### src/rtl/serie_paralelo_rx_pkg.sv
// Shared PHY definitions for the serial link: idle/alignment byte, lock depth
// and the receiver FSM encoding, used by both the transmitter and the receiver.
package serie_paralelo_rx_pkg;

    localparam logic [7:0] COMMA_DEFAULT    = 8'hBC;
    localparam int         BC_COUNT_DEFAULT = 4;

    // Receiver alignment FSM, 2-bit encoding kept stable for the legacy link.
    localparam logic [1:0] ST_SEARCH  = 2'd0;
    localparam logic [1:0] ST_LOCKING = 2'd1;
    localparam logic [1:0] ST_ACTIVE  = 2'd2;

    function automatic logic is_byte_boundary(input logic [2:0] bit_cnt);
        return bit_cnt == 3'd7;
    endfunction

endpackage

### src/rtl/serie_paralelo_rx_comma_detect.sv
// Candidate-byte former and comma comparator: the byte that the shift register
// will hold after this edge, and whether it equals the idle/alignment byte.
module comma_detect
    import serie_paralelo_rx_pkg::*;
#(
    parameter logic [7:0] COMMA = COMMA_DEFAULT
) (
    input  logic [7:0] shift,
    input  logic       data_in,
    output logic [7:0] next_byte,
    output logic       is_comma
);

    // The oldest bit falls off the window; it is intentionally not inspected.
    logic unused_shift_msb;
    assign unused_shift_msb = shift[7];

    assign next_byte = {shift[6:0], data_in};
    assign is_comma  = (next_byte == COMMA);

endmodule

### src/rtl/serie_paralelo_rx.sv
// Serial-to-parallel receiver: hunts for the comma byte at any bit offset, locks
// after BC_COUNT aligned commas, then strobes out every non-comma byte.
module serie_paralelo_rx
    import serie_paralelo_rx_pkg::*;
#(
    parameter logic [7:0] COMMA    = COMMA_DEFAULT,
    parameter int         BC_COUNT = BC_COUNT_DEFAULT
) (
    input  logic       clk_8f,
    input  logic       reset,
    input  logic       data_in,
    output logic [7:0] data_out,
    output logic       valid_out,
    output logic       active
);

    localparam int              BC_W   = $clog2(BC_COUNT + 1);
    localparam logic [BC_W-1:0] BC_ONE = BC_W'(1);
    localparam logic [BC_W-1:0] BC_MAX = BC_W'(BC_COUNT);

    logic [1:0]      state, state_nxt;
    logic [2:0]      bit_cnt, bit_cnt_nxt;
    logic [BC_W-1:0] bc_cnt, bc_cnt_nxt, bc_inc;
    logic [7:0]      shift, next_byte;
    logic            is_comma;
    logic            at_boundary;
    logic            load_byte;

    comma_detect #(
        .COMMA (COMMA)
    ) u_comma_detect (
        .shift     (shift),
        .data_in   (data_in),
        .next_byte (next_byte),
        .is_comma  (is_comma)
    );

    always_comb begin
        // NOTE: every output of this block gets a default up front, so no path
        // through the case statement can leave one unassigned and infer a latch.
        state_nxt   = state;
        bit_cnt_nxt = bit_cnt + 3'd1;
        bc_cnt_nxt  = bc_cnt;
        load_byte   = 1'b0;
        at_boundary = is_byte_boundary(bit_cnt);
        bc_inc      = (bc_cnt == BC_MAX) ? BC_MAX : bc_cnt + BC_ONE;

        case (state)
            ST_SEARCH: begin
                bit_cnt_nxt = 3'd0;
                if (is_comma) begin
                    bc_cnt_nxt = BC_ONE;
                    state_nxt  = (BC_ONE == BC_MAX) ? ST_ACTIVE : ST_LOCKING;
                end
            end
            ST_LOCKING: begin
                if (at_boundary) begin
                    if (is_comma) begin
                        bc_cnt_nxt = bc_inc;
                        if (bc_inc == BC_MAX) begin
                            state_nxt = ST_ACTIVE;
                        end
                    end else begin
                        // A broken comma run means the alignment guess was wrong.
                        bc_cnt_nxt = '0;
                        state_nxt  = ST_SEARCH;
                    end
                end
            end
            ST_ACTIVE: begin
                load_byte = at_boundary && !is_comma;
            end
            default: begin
                bit_cnt_nxt = 3'd0;
                bc_cnt_nxt  = '0;
                state_nxt   = ST_SEARCH;
            end
        endcase
    end

    // Reset is sampled on the clock edge, so every output changes only on clk_8f.
    always_ff @(posedge clk_8f) begin
        // NOTE: state is updated with non-blocking assignments so all registers
        // see the pre-edge values, independent of statement order.
        if (!reset) begin
            state     <= ST_SEARCH;
            shift     <= 8'h00;
            bit_cnt   <= 3'd0;
            bc_cnt    <= '0;
            data_out  <= 8'h00;
            valid_out <= 1'b0;
            active    <= 1'b0;
        end else begin
            state     <= state_nxt;
            shift     <= next_byte;
            bit_cnt   <= bit_cnt_nxt;
            bc_cnt    <= bc_cnt_nxt;
            valid_out <= load_byte;
            active    <= (state_nxt == ST_ACTIVE);
            if (load_byte) begin
                data_out <= next_byte;
            end
        end
    end

endmodule

### config.mk
export PLATFORM = sky130hd
export DESIGN_NAME = serie_paralelo_rx
export DESIGN_NICKNAME = d
export VERILOG_FILES = /design/src/rtl/serie_paralelo_rx_pkg.sv /design/src/rtl/serie_paralelo_rx_comma_detect.sv /design/src/rtl/serie_paralelo_rx.sv
export SDC_FILE = /design/constraint.sdc
export NUM_CORES = 1
export LEC_CHECK = 0
export CORE_MARGIN = 1.5
export CORE_UTILIZATION = 54
export DETAILED_ROUTE_END_ITERATION = 16
export GPL_ROUTABILITY_DRIVEN = 0
export PLACE_DENSITY = 0.77
export SYNTH_ARGS = -nofsm -noshare
export SYNTH_HDL_FRONTEND = slang
export SYNTH_HIERARCHICAL = 1
export SYNTH_SLANG_ARGS = --single-unit
### constraint.sdc
create_clock -name clk_8f -period 2.2 [get_ports clk_8f]
set_input_delay 0.33 -clock clk_8f [delete_from_list [all_inputs] [get_ports clk_8f]]
set_output_delay 0.33 -clock clk_8f [all_outputs]
set_load 0.02 [all_outputs]
==> impl_metrics.tcl <==
set metrics [dict create \
    outcome "finished, final reports clean" \
    hpwl_mm 1.464 \
    vdd_ir_drop_max_uv 447.6 \
    synth_area_um2 1152 \
    antenna_found_initial 0 \
    hold_class "reg -> reg" \
    holdPathStages 1 \
    worst_slew_pin_slew_ps 439.5 \
    max_stage_delay_ps 420 \
    portBuffers 12 \
    fin_skew_ps 5.438 \
    nFillCells 175 \
    routed_wl_mm 1.926 \
    drive_gt1_share_pct 6.015 \
    placementRows 16 \
    crit_type "reg -> reg" \
    power-per-cell-area_nw_per_um2 542.1 \
    synthesis.nets 140 \
    postSynthCellCount 128 \
    pwr-share-comb_pct 1.9 \
    grt_max_degree 16 \
    insertion_delay_ps 330 \
    die_w_um 49.20 \
    seq_power_share_pct 67.1 \
    seqCellArea_um2 500.5 \
    hold_violations 0 \
    setup.worst_path.end_class "register" \
    period_minus_slack_ps 1818 \
    p_sw_share_pct 22.34 \
    reg2reg_depth 6 \
    instances_no_fill 160 \
    final_common_cell "dfxtp_1" \
    io_pins 13 \
    post-route-period-util_pct 82.63 \
    clock_power_share_pct 31.1 \
    wl_per_cell_um 12.04 \
    max_cap_viol_count 0 \
    fin_tns_setup_ps 0 \
    htreeDepth 1 \
    dieArea_um2 2420 \
    drt-vias-per-instance 5.463 \
    start_util_pct 58.14 \
    p_int_uw 530.4 \
    ys_warn_count 6 \
    worst-path-buf-inv 0 \
    grt.overflow.total 0 \
    vias 874 \
    grt_pass1_vias 821 \
    slew_viol_final 0 \
    synth.avg_cell_area_um2 9.003 \
    rsz0062_at_grt "false" \
    grtUsageTotal_pct 17.46 \
    path_cells "nand4b_1 -> nor4_2 -> a21oi_1 -> nor4b_1 -> a211o_1 -> a211oi_2" \
    core-area_um2 1982 \
    cts_sinks 25 \
    multi_input_comb_area_um2 549.3 \
    area_growth_pct 9.338 \
    post_cts_buffers 0 \
    clk_pin_slew_ps 140 \
    drtAntennaViolNets 0 \
    cp_slowest_cell "nor4_2" \
    cp_max_fo 5 \
    numCtsBuffers 3 \
    antenna-diode-count 0 \
    cts_resized 0 \
    whs_ps 443.3 \
    cp.depth 6 \
    drt_first_pass_iters 4 \
    required_ps 2430 \
    drt-initial-drc-count 31 \
    crit_family "simple AND/OR/NAND/NOR gates" \
    start_kind "register" \
    final_cell_mix "dfxtp_1, a21oi_1, nand2_1" \
    cts_tree "built" \
    finalSetupViolations 0 \
    remaining_drc_errors 0 \
    p_leak_uw 0.0004673 \
    grt_pass1_wl_mm 3.298 \
    layout.nets 146 \
    ctsLongestPathBuffers 2 \
    ctsRootBufferMaster "clkbuf_4" \
    maxSlewHeadroom_pct 70.46 \
    die_height_um 49.20 \
    arrival_ps 2050 \
    max_freq_ghz 0.5501 \
    cts_hold_buffers 0 \
    switchingPower_uw 152.6 \
    dp.cells 156 \
]
-- power groups by stage --
stage	clock network (uW)	logic [uW]	registers, uW
floorplan	0	12.6	467
global placement	0	12.6	468
detailed placement	0	12.7	468
CTS	222	13.0	458
global route	238	14.8	459
finish	212	12.8	458
-- flip-flops by register name (all words and copies together) (netlist names) --
| name | flops |
|---|---|
| bc_cnt | 3 |
| data_out | 8 |
| valid_out | 1 |
| bit_cnt | 3 |
| active | 1 |
| state | 2 |
| shift | 7 |
-- routing by layer --
layer | vias to the layer above | wire (um) | GRT usage, %
met5 | - | 0 | 0
met4 | 0 | 52 | 10.48
met3 | 7 | 85 | 2.454
met2 | 31 | 895 | 27.93
met1 | 398 | 893 | 22.22
li1 | 438 | - | -
-- final cells by class --
type,count,area share (%)
Multi-Input combinational cell,86,43.59
Sequential cell,25,39.72
Timing Repair Buffer,13,10.13
Tap cell,27,2.681
Clock buffer,3,1.787
Inverter,5,1.490
Clock inverter,1,0.5958
-- worst paths after layout --
| kind | start | end | slack [ps] |
|---|---|---|---|
| min | bit_cnt[0] | bit_cnt[0] | 440 |
| max | shift[5] | active | 380 |
| min reg2reg | bit_cnt[0] | bit_cnt[0] | 440 |
| max reg2reg | shift[5] | active | 380 |
-- metrics by stage --
stage / util, % / total power [uW] / worst slack [ps] / instance area, um2
6_report: 63.57 / 683.0 / 382.1 / 1260
5_1_grt: 63.57 / 710.9 / 278.4 / 1260
4_1_cts: 63.57 / 692.9 / 435.2 / 1260
3_5_place_dp: 62.06 / 480.5 / 117.7 / 1230
3_3_place_gp: 62.06 / 480.3 / 176.3 / 1230
2_1_floorplan: - / 479.4 / 597.3 / 1152
(Power assumes the default switching activity.)
